File: config.mk
export PLATFORM = sky130hd
export DESIGN_NAME = decoder8_stream
export DESIGN_NICKNAME = d
export VERILOG_FILES = /design/src/rtl/decoder8_stream.sv
export SDC_FILE = /design/constraint.sdc
export NUM_CORES = 1
export LEC_CHECK = 0
export ABC_AREA = 1
export BUFFER_PORTS_ARGS = -buffer_cell sky130_fd_sc_hd__clkbuf_2
export CAP_MARGIN = 40
export CORE_MARGIN = 2
export CORE_UTILIZATION = 55
export DETAILED_ROUTE_END_ITERATION = 8
export PLACE_DENSITY_LB_ADDON = 0.1
export SLEW_MARGIN = 20
export SYNTH_ARGS = -nofsm -noshare
export SYNTH_HDL_FRONTEND = slang
export SYNTH_SLANG_ARGS = --single-unit
File: constraint.sdc
create_clock -name CLK -period 4 [get_ports CLK]
set_input_delay 0.4 -clock CLK [delete_from_list [all_inputs] [get_ports CLK]]
set_output_delay 0.4 -clock CLK [all_outputs]
set_load 0.01 [all_outputs]
File: src/rtl/decoder8_stream.sv
// Streaming binary-to-one-hot decoder behind a 2-entry elastic buffer.
// Codes are buffered, and only the head entry is decoded on the way out.
module decoder8_stream #(
    parameter int N     = 3,
    parameter int CNT_W = 8
) (
    input  logic                CLK,
    input  logic                ASYNCRESETN,
    input  logic [N-1:0]        I,
    input  logic                I_valid,
    output logic                I_ready,
    output logic [(2**N)-1:0]   O,
    output logic                O_valid,
    input  logic                O_ready,
    output logic [CNT_W-1:0]    beats
);

    // Handshake: a beat transfers on a rising edge where valid && ready are both high.
    // The sender holds its payload stable while valid && !ready, and it keeps valid
    // asserted until the transfer happens. I_ready depends only on registered state.

    logic [N-1:0] mem [2];
    logic         head;
    logic         tail;
    logic [1:0]   occ;
    logic [1:0]   occ_next;
    logic         push;
    logic         pop;
    logic [(2**N)-1:0] one;

    assign one     = {{((2**N)-1){1'b0}}, 1'b1};
    assign I_ready = (occ != 2'd2);
    assign O_valid = (occ != 2'd0);
    assign push    = I_valid && I_ready;
    assign pop     = O_valid && O_ready;
    assign O       = O_valid ? (one << mem[head]) : '0;

    always_comb begin
        occ_next = occ;
        case ({push, pop})
            2'b10:   occ_next = occ + 2'd1;
            2'b01:   occ_next = occ - 2'd1;
            default: occ_next = occ;
        endcase
    end

    always_ff @(posedge CLK or negedge ASYNCRESETN) begin
        if (!ASYNCRESETN) begin
            mem[0] <= '0;
            mem[1] <= '0;
            head   <= 1'b0;
            tail   <= 1'b0;
            occ    <= 2'd0;
            beats  <= '0;
        end else begin
            occ <= occ_next;
            if (push) begin
                mem[tail] <= I;
                tail      <= ~tail;
            end
            if (pop) begin
                head  <= ~head;
                beats <= beats + 1'b1;
            end
        end
    end

endmodule

Yosys cells after proc, flatten, opt, wreduce, memory -nomap -nowiden
Index checks and enable logic that the tools add are counted.
- register bits: 18
- input port bits: 7
- output and inout port bits: 18
- word-level logic and storage cells: 33
- equality and inequality tests: 3
- $add $sub $neg: 3
- bitwise gates (word level): 4
- multiplexer cells: 8
- shift-type cells: 1
- reduce and logical (&&, ||, !) cells: 5
- $lt $le $gt $ge: 3
- operators with widths (cell ; number):
    2-to-1 mux 3 bit ; 4
    adder 8 x 1 -> 8 bit, second input constant ; 1
    2-to-1 mux 8 bit ; 1
    << shifter 1 x 3 -> 8 bit, first input constant ; 1
    bitwise mux 6 bit ; 1
    greater-or-equal comparator 2 bit, second input constant ; 2
    NOT 1 -> 2 bit ; 2
    case mux 2 bit (2 select lines) ; 1
    nonzero test 2 bit ; 2
    demux 3 bit (select 1 bit) ; 1
    logical AND 1 bit ; 3
    adder 2 x 1 -> 2 bit, second input constant ; 1
    equality test 2 x 1 -> 1 bit, second input constant ; 1
    equality test 2 bit, second input constant ; 1
    < comparator 2 x 1 -> 1 bit, second input constant ; 1
    != test 2 bit, second input constant ; 1
    NOT 1 bit ; 2
    subtractor 2 x 1 -> 2 bit, second input constant ; 1

Logic depth before layout (Yosys ltp)
- depth after elaboration: 6
- mapped depth: 7
- depth with buffers taken out: 7

Worst setup path before layout
No wires, ideal clock.
- kind: reg2reg
- start point: register occ[0]
- end point: register occ[1]
- period minus slack after synthesis: 1510 ps
- data arrival time: 1387 ps
- required time: 3877 ps
- stages on the path, launching flop included: 8
- library setup time: 123 ps
- buffers on the path: 1
- slack: 2490 ps
- cell sequence: dfrtp_1 -> nor2_2 -> nor2_4 -> buf_6 -> ha_1 -> a21oi_1 -> nand2_1 -> xnor2_1
- cells in the longest elaborated chain, start to end: 4
- elaborated cells between the ends (all ways): 10
- those cells by class: add/sub (2); eq/ne (3); mux (1); reduce/logical (4)
- RTL lines (element ; line ; text):
    start: declaration ; 25 ; logic [1:0] occ;
    start signal: assignment ; 56 ; occ <= occ_next;
    nonzero test 2 bit (*) ; 33 ; assign O_valid = (occ != 2'd0);
    logical AND 1 bit (*) ; 35 ; assign pop = O_valid && O_ready;
    via pop ; 28 ; logic pop;
    equality test 2 x 1 -> 1 bit or equality test 2 bit (tied branches) ; 40 ; case ({push, pop})
    case mux 2 bit (2 select lines) or nonzero test 2 bit (tied branches) ; n/a ;
Mark *: on every way through the listed nets, which the timed path passes. The rest lies on a longest branch.
A chain may end at the register's enable or synchronous reset.

Worst setup path after layout
- start point: register head
- end point: output port O[6]
- cells in the longest elaborated chain, start to end: 6
- RTL lines (element ; line ; text):
    start: declaration ; 23 ; logic head;
    start signal: assignment ; 62 ; head <= ~head;
    NOT 1 -> 2 bit (not written as such) ; 36 ; assign O = O_valid ? (one << mem[head]) : '0;
    2-to-1 mux 3 bit (not written as such) (3 in series) ; 36 ;
    << shifter 1 x 3 -> 8 bit ; 36 ;
    2-to-1 mux 8 bit ; 36 ;
    end: declaration ; 12 ; output logic [(2**N)-1:0] O,
No other way between the ends. The select of a mux whose other input is x is not followed.

==> flow_summary.rst <==
.. list-table::
   :header-rows: 1

   * - Metric
     - Value
   * - Leakage power of the design
     - 0.000644 µW
   * - Via count of the first global-routing pass
     - 641
   * - Number of cells in the design after placement
     - 160
   * - RD Place Congestion
     - 0.803
   * - VDD IR max
     - 0.414 mV
   * - Row cnt
     - 15
   * - Highest clock rate
     - 516 MHz
   * - Global routing usage summed across all routing layers
     - 0.189
   * - Synthesized netlist net count
     - 129
   * - Setup repair after global routing missed its margin
     - false
   * - Synthesized-area fraction occupied by adder cells
     - 0.0257
   * - Max_cap viols
     - 0
   * - Wire length reported by the detailed router
     - 1.74 mm
   * - Mux contribution to synthesized area
     - 0
   * - Total of endpoints with negative setup slack in the final report
     - 0
   * - Result of the run
     - finished clean
   * - Total met3 wirelength after detailed routing
     - 64 µm
   * - Mean Syn Cell Area
     - 8.12 µm²
   * - Placeable core area
     - 0.00169 mm²
   * - Compound-Gate Fraction of Synth Area
     - 0.0411
   * - Antenna violations before repair
     - 0
   * - CTS tree
     - built
   * - Area growth from synthesis to layout
     - 17.1%
   * - Worst-Margin Slew
     - 451 ps
   * - Crit start category
     - flop
   * - Pre-CTS setup slack
     - 2380 ps
   * - Synthesis-stage register bit count
     - 18
   * - Clock buffers created by TritonCTS
     - 3
   * - Average wire length per cell after detail routing
     - 10.6 µm
   * - Chip Height
     - 46.1 µm
   * - Antenna cell count
     - 0
   * - Cell Area, Synth
     - 975 µm²
   * - Final instance count without filler cells
     - 164
   * - Via density per instance
     - 4.88
   * - Worst clock skew
     - 0.334 ps
   * - Largest fanout of any net on the critical path
     - 5
   * - Worst-skew pair later-pin latency
     - 300 ps
   * - Die boundary width
     - 46.1 µm
   * - Total Neg Setup Slack
     - 0 ps
   * - Final nets
     - 157
   * - Final worst slack
     - 2060 ps
   * - Hold Worst Slack
     - 15.3 ps
   * - First-pass GRT wire length
     - 2.73 mm
   * - Total power per unit cell area
     - 815 mW/mm²
   * - Final critical-path share of the clock period
     - 0.485
   * - Met1 wire length
     - 705 µm
   * - Number of warnings printed during yosys synthesis
     - 0
   * - Share of post-route cells with drive strength above 1
     - 0.299
   * - HP Class
     - input port to asynchronous set/reset pin
   * - Maximum buffer depth of the clock tree
     - 2
   * - Worst slew slack as a fraction of its limit
     - 0.699
   * - CTS sink cnt
     - 18
   * - Number of routed nets with antenna violations
     - 0
   * - Largest stage delay on the critical path
     - 450 ps
   * - Number of ports placed on the die boundary
     - 25
   * - Post-CTS setup-driven buffer insertion count
     - 0
   * - CP Cell Sequence
     - inv_1 -> nand2_1 -> and2_1 -> or2_4 -> nor2_2 -> clkbuf_2
   * - Number of distinct standard cells referenced by the synthesized netlist
     - 22
   * - Highest layer used for signal routing
     - met4
   * - Effective utilization at floorplan
     - 0.577
   * - Sequential fraction of the synthesis area
     - 0.462
   * - CTS H-Tree Depth
     - 1
   * - Combinational family with the most area after synthesis
     - simple AND/OR/NAND/NOR gates
   * - Pin count of the biggest net entering global routing
     - 19
   * - Post-cts repair resize count
     - 0
   * - Final Hold Viols
     - 0
   * - Clock transition at path regs
     - 110 ps
   * - Violation count after the first detailed-route iteration
     - 7
   * - Cells on worst reg2reg path
     - 6
   * - Path type of the worst setup path
     - flop to primary output
   * - CTS Hold Bufs
     - 0
   * - Root buf cell
     - sky130_fd_sc_hd__clkbuf_4
   * - Critical-path top delay cell
     - sky130_fd_sc_hd__dfrtp_1
   * - Required time of the critical path
     - 3600 ps
   * - Post-synth top area share
     - 0.462
   * - Total die area
     - 0.00212 mm²
   * - Final Slew Violations
     - 0
   * - Overflow left after global routing
     - 0
   * - Via count
     - 801
   * - Post-layout minimum cycle time
     - 1940 ps
   * - Placed wire-length estimate
     - 1.35 mm
   * - Data arrival, critical path
     - 1540 ps
   * - Category of the worst setup path capture point
     - primary output
   * - Amount of wire on met2 after detailed routing
     - 922 µm
   * - Number of cells produced by synthesis
     - 120
   * - Largest cells by area after synthesis
     - sky130_fd_sc_hd__dfrtp_1 (46%), sky130_fd_sc_hd__nand2_1 (14%), sky130_fd_sc_hd__inv_1 (7.3%), sky130_fd_sc_hd__xnor2_2 (3.3%), sky130_fd_sc_hd__nand2_2 (3.2%)
   * - Detailed-routing iteration count for the pre-antenna-repair pass
     - 7
   * - Post-synth top area cell
     - sky130_fd_sc_hd__dfrtp_1
   * - Synthesized-area fraction occupied by and/or/nand/nor cells
     - 0.304
   * - Xor/xnor cell area share of the yosys netlist
     - 0.0783
   * - DRC errors left
     - 0
   * - Number of input and output port buffers inserted
     - 24
## cells in the final DEF, fill, tap and decap left out, drive strengths merged
| cell | instances |
|---|---|
| ha | 2 |
| dfrtp | 18 |
| xnor2 | 4 |
| nand4 | 3 |
| xor2 | 3 |
| and2 | 1 |
| clkbuf | 28 |
| nand2 | 42 |
| nand3 | 3 |
| or2 | 2 |
| inv | 20 |
| o21ai | 7 |
| nor2 | 13 |
| a21oi | 1 |
## report_power, final
| group | internal (µW) | total (µW) | switching, µW |
|---|---|---|---|
| Sequential | 266 | 343 | 77.8 |
| Clock | 55.7 | 117 | 61.6 |
| Combinational | 191 | 470 | 278 |
| Total | 513 | 930 | 418 |
## synth_stat cells
cell and count:
sky130_fd_sc_hd__nor2_1 8, sky130_fd_sc_hd__a21oi_1 1, sky130_fd_sc_hd__nand3_2 1, sky130_fd_sc_hd__ha_1 2, sky130_fd_sc_hd__inv_1 19, sky130_fd_sc_hd__nand3_1 2
sky130_fd_sc_hd__nand2_1 37, sky130_fd_sc_hd__or2_4 1, sky130_fd_sc_hd__or2_2 1, sky130_fd_sc_hd__nor2_2 4, sky130_fd_sc_hd__and2_1 1, sky130_fd_sc_hd__o21ai_0 1
sky130_fd_sc_hd__nor2_4 1, sky130_fd_sc_hd__xor2_1 3, sky130_fd_sc_hd__o21ai_1 6, sky130_fd_sc_hd__dfrtp_1 18, sky130_fd_sc_hd__xnor2_2 2, sky130_fd_sc_hd__nand4_1 3
sky130_fd_sc_hd__xnor2_1 2, sky130_fd_sc_hd__buf_6 1, sky130_fd_sc_hd__nand2_2 5, sky130_fd_sc_hd__inv_2 1
## worst paths after layout
path | start | endpoint | slack [ps]
setup / recovery | head$_DFFE_PN0P_ | O[6] | 2060
max in group asynchronous | ASYNCRESETN | mem[4]$_DFFE_PN0P_ | 3680
min in group CLK | I[1] | mem[1]$_DFFE_PN0P_ | 310
hold reg to reg | mem[3]$_DFFE_PN0P_ | mem[3]$_DFFE_PN0P_ | 500
setup reg to reg | occ[0]$_DFFE_PN0P_ | occ[1]$_DFFE_PN0P_ | 2420
hold / removal | ASYNCRESETN | beats[1]$_DFFE_PN0P_ | 20
## sequential cells by signal, indices dropped and copies added (netlist names)
signal	cells
beats	8
head	1
mem	6
occ	2
tail	1
## worst max-delay path: cells and delay by family (launching register included)
kind,cells,cell delay [ps]
AND/OR/NAND/NOR,4,540
flip-flops,1,450
buffers and inverters,2,240
## per-stage QoR
stage | utilization | total power, µW | area (µm²)
final | 0.676 | 930 | 1140
after global placement | 0.654 | 802 | 1100
after floorplan | - | 682 | 975
after detailed placement | 0.654 | 822 | 1100
after global routing | 0.676 | 1020 | 1140
after CTS | 0.676 | 943 | 1140
## final cells by class
class / count / area [µm²]
inverter: 20 / 75.1
sequential: 18 / 450
clock buffer: 4 / 36.3
multi-input combinational: 81 / 438
timing repair buffer: 24 / 120
tap: 17 / 21.3
fill: 161 / 548
## per-layer routing
layer,global-route usage,vias to the layer above
li1,-,417
met1,0.205,361
met2,0.331,18
met3,0.0471,5
met4,0.103,0
met5,0,-
## kinds of logic (layout without fill, tap and decap cells)
logic type / after synthesis / in the layout
simple gates: 64 / 64
buf+inv: 21 / 48
flops: 18 / 18
compound gates: 8 / 8
xor+xnor: 7 / 7
fa+ha+maj: 2 / 2
No activity file was read; power rests on OpenSTA's default activity.
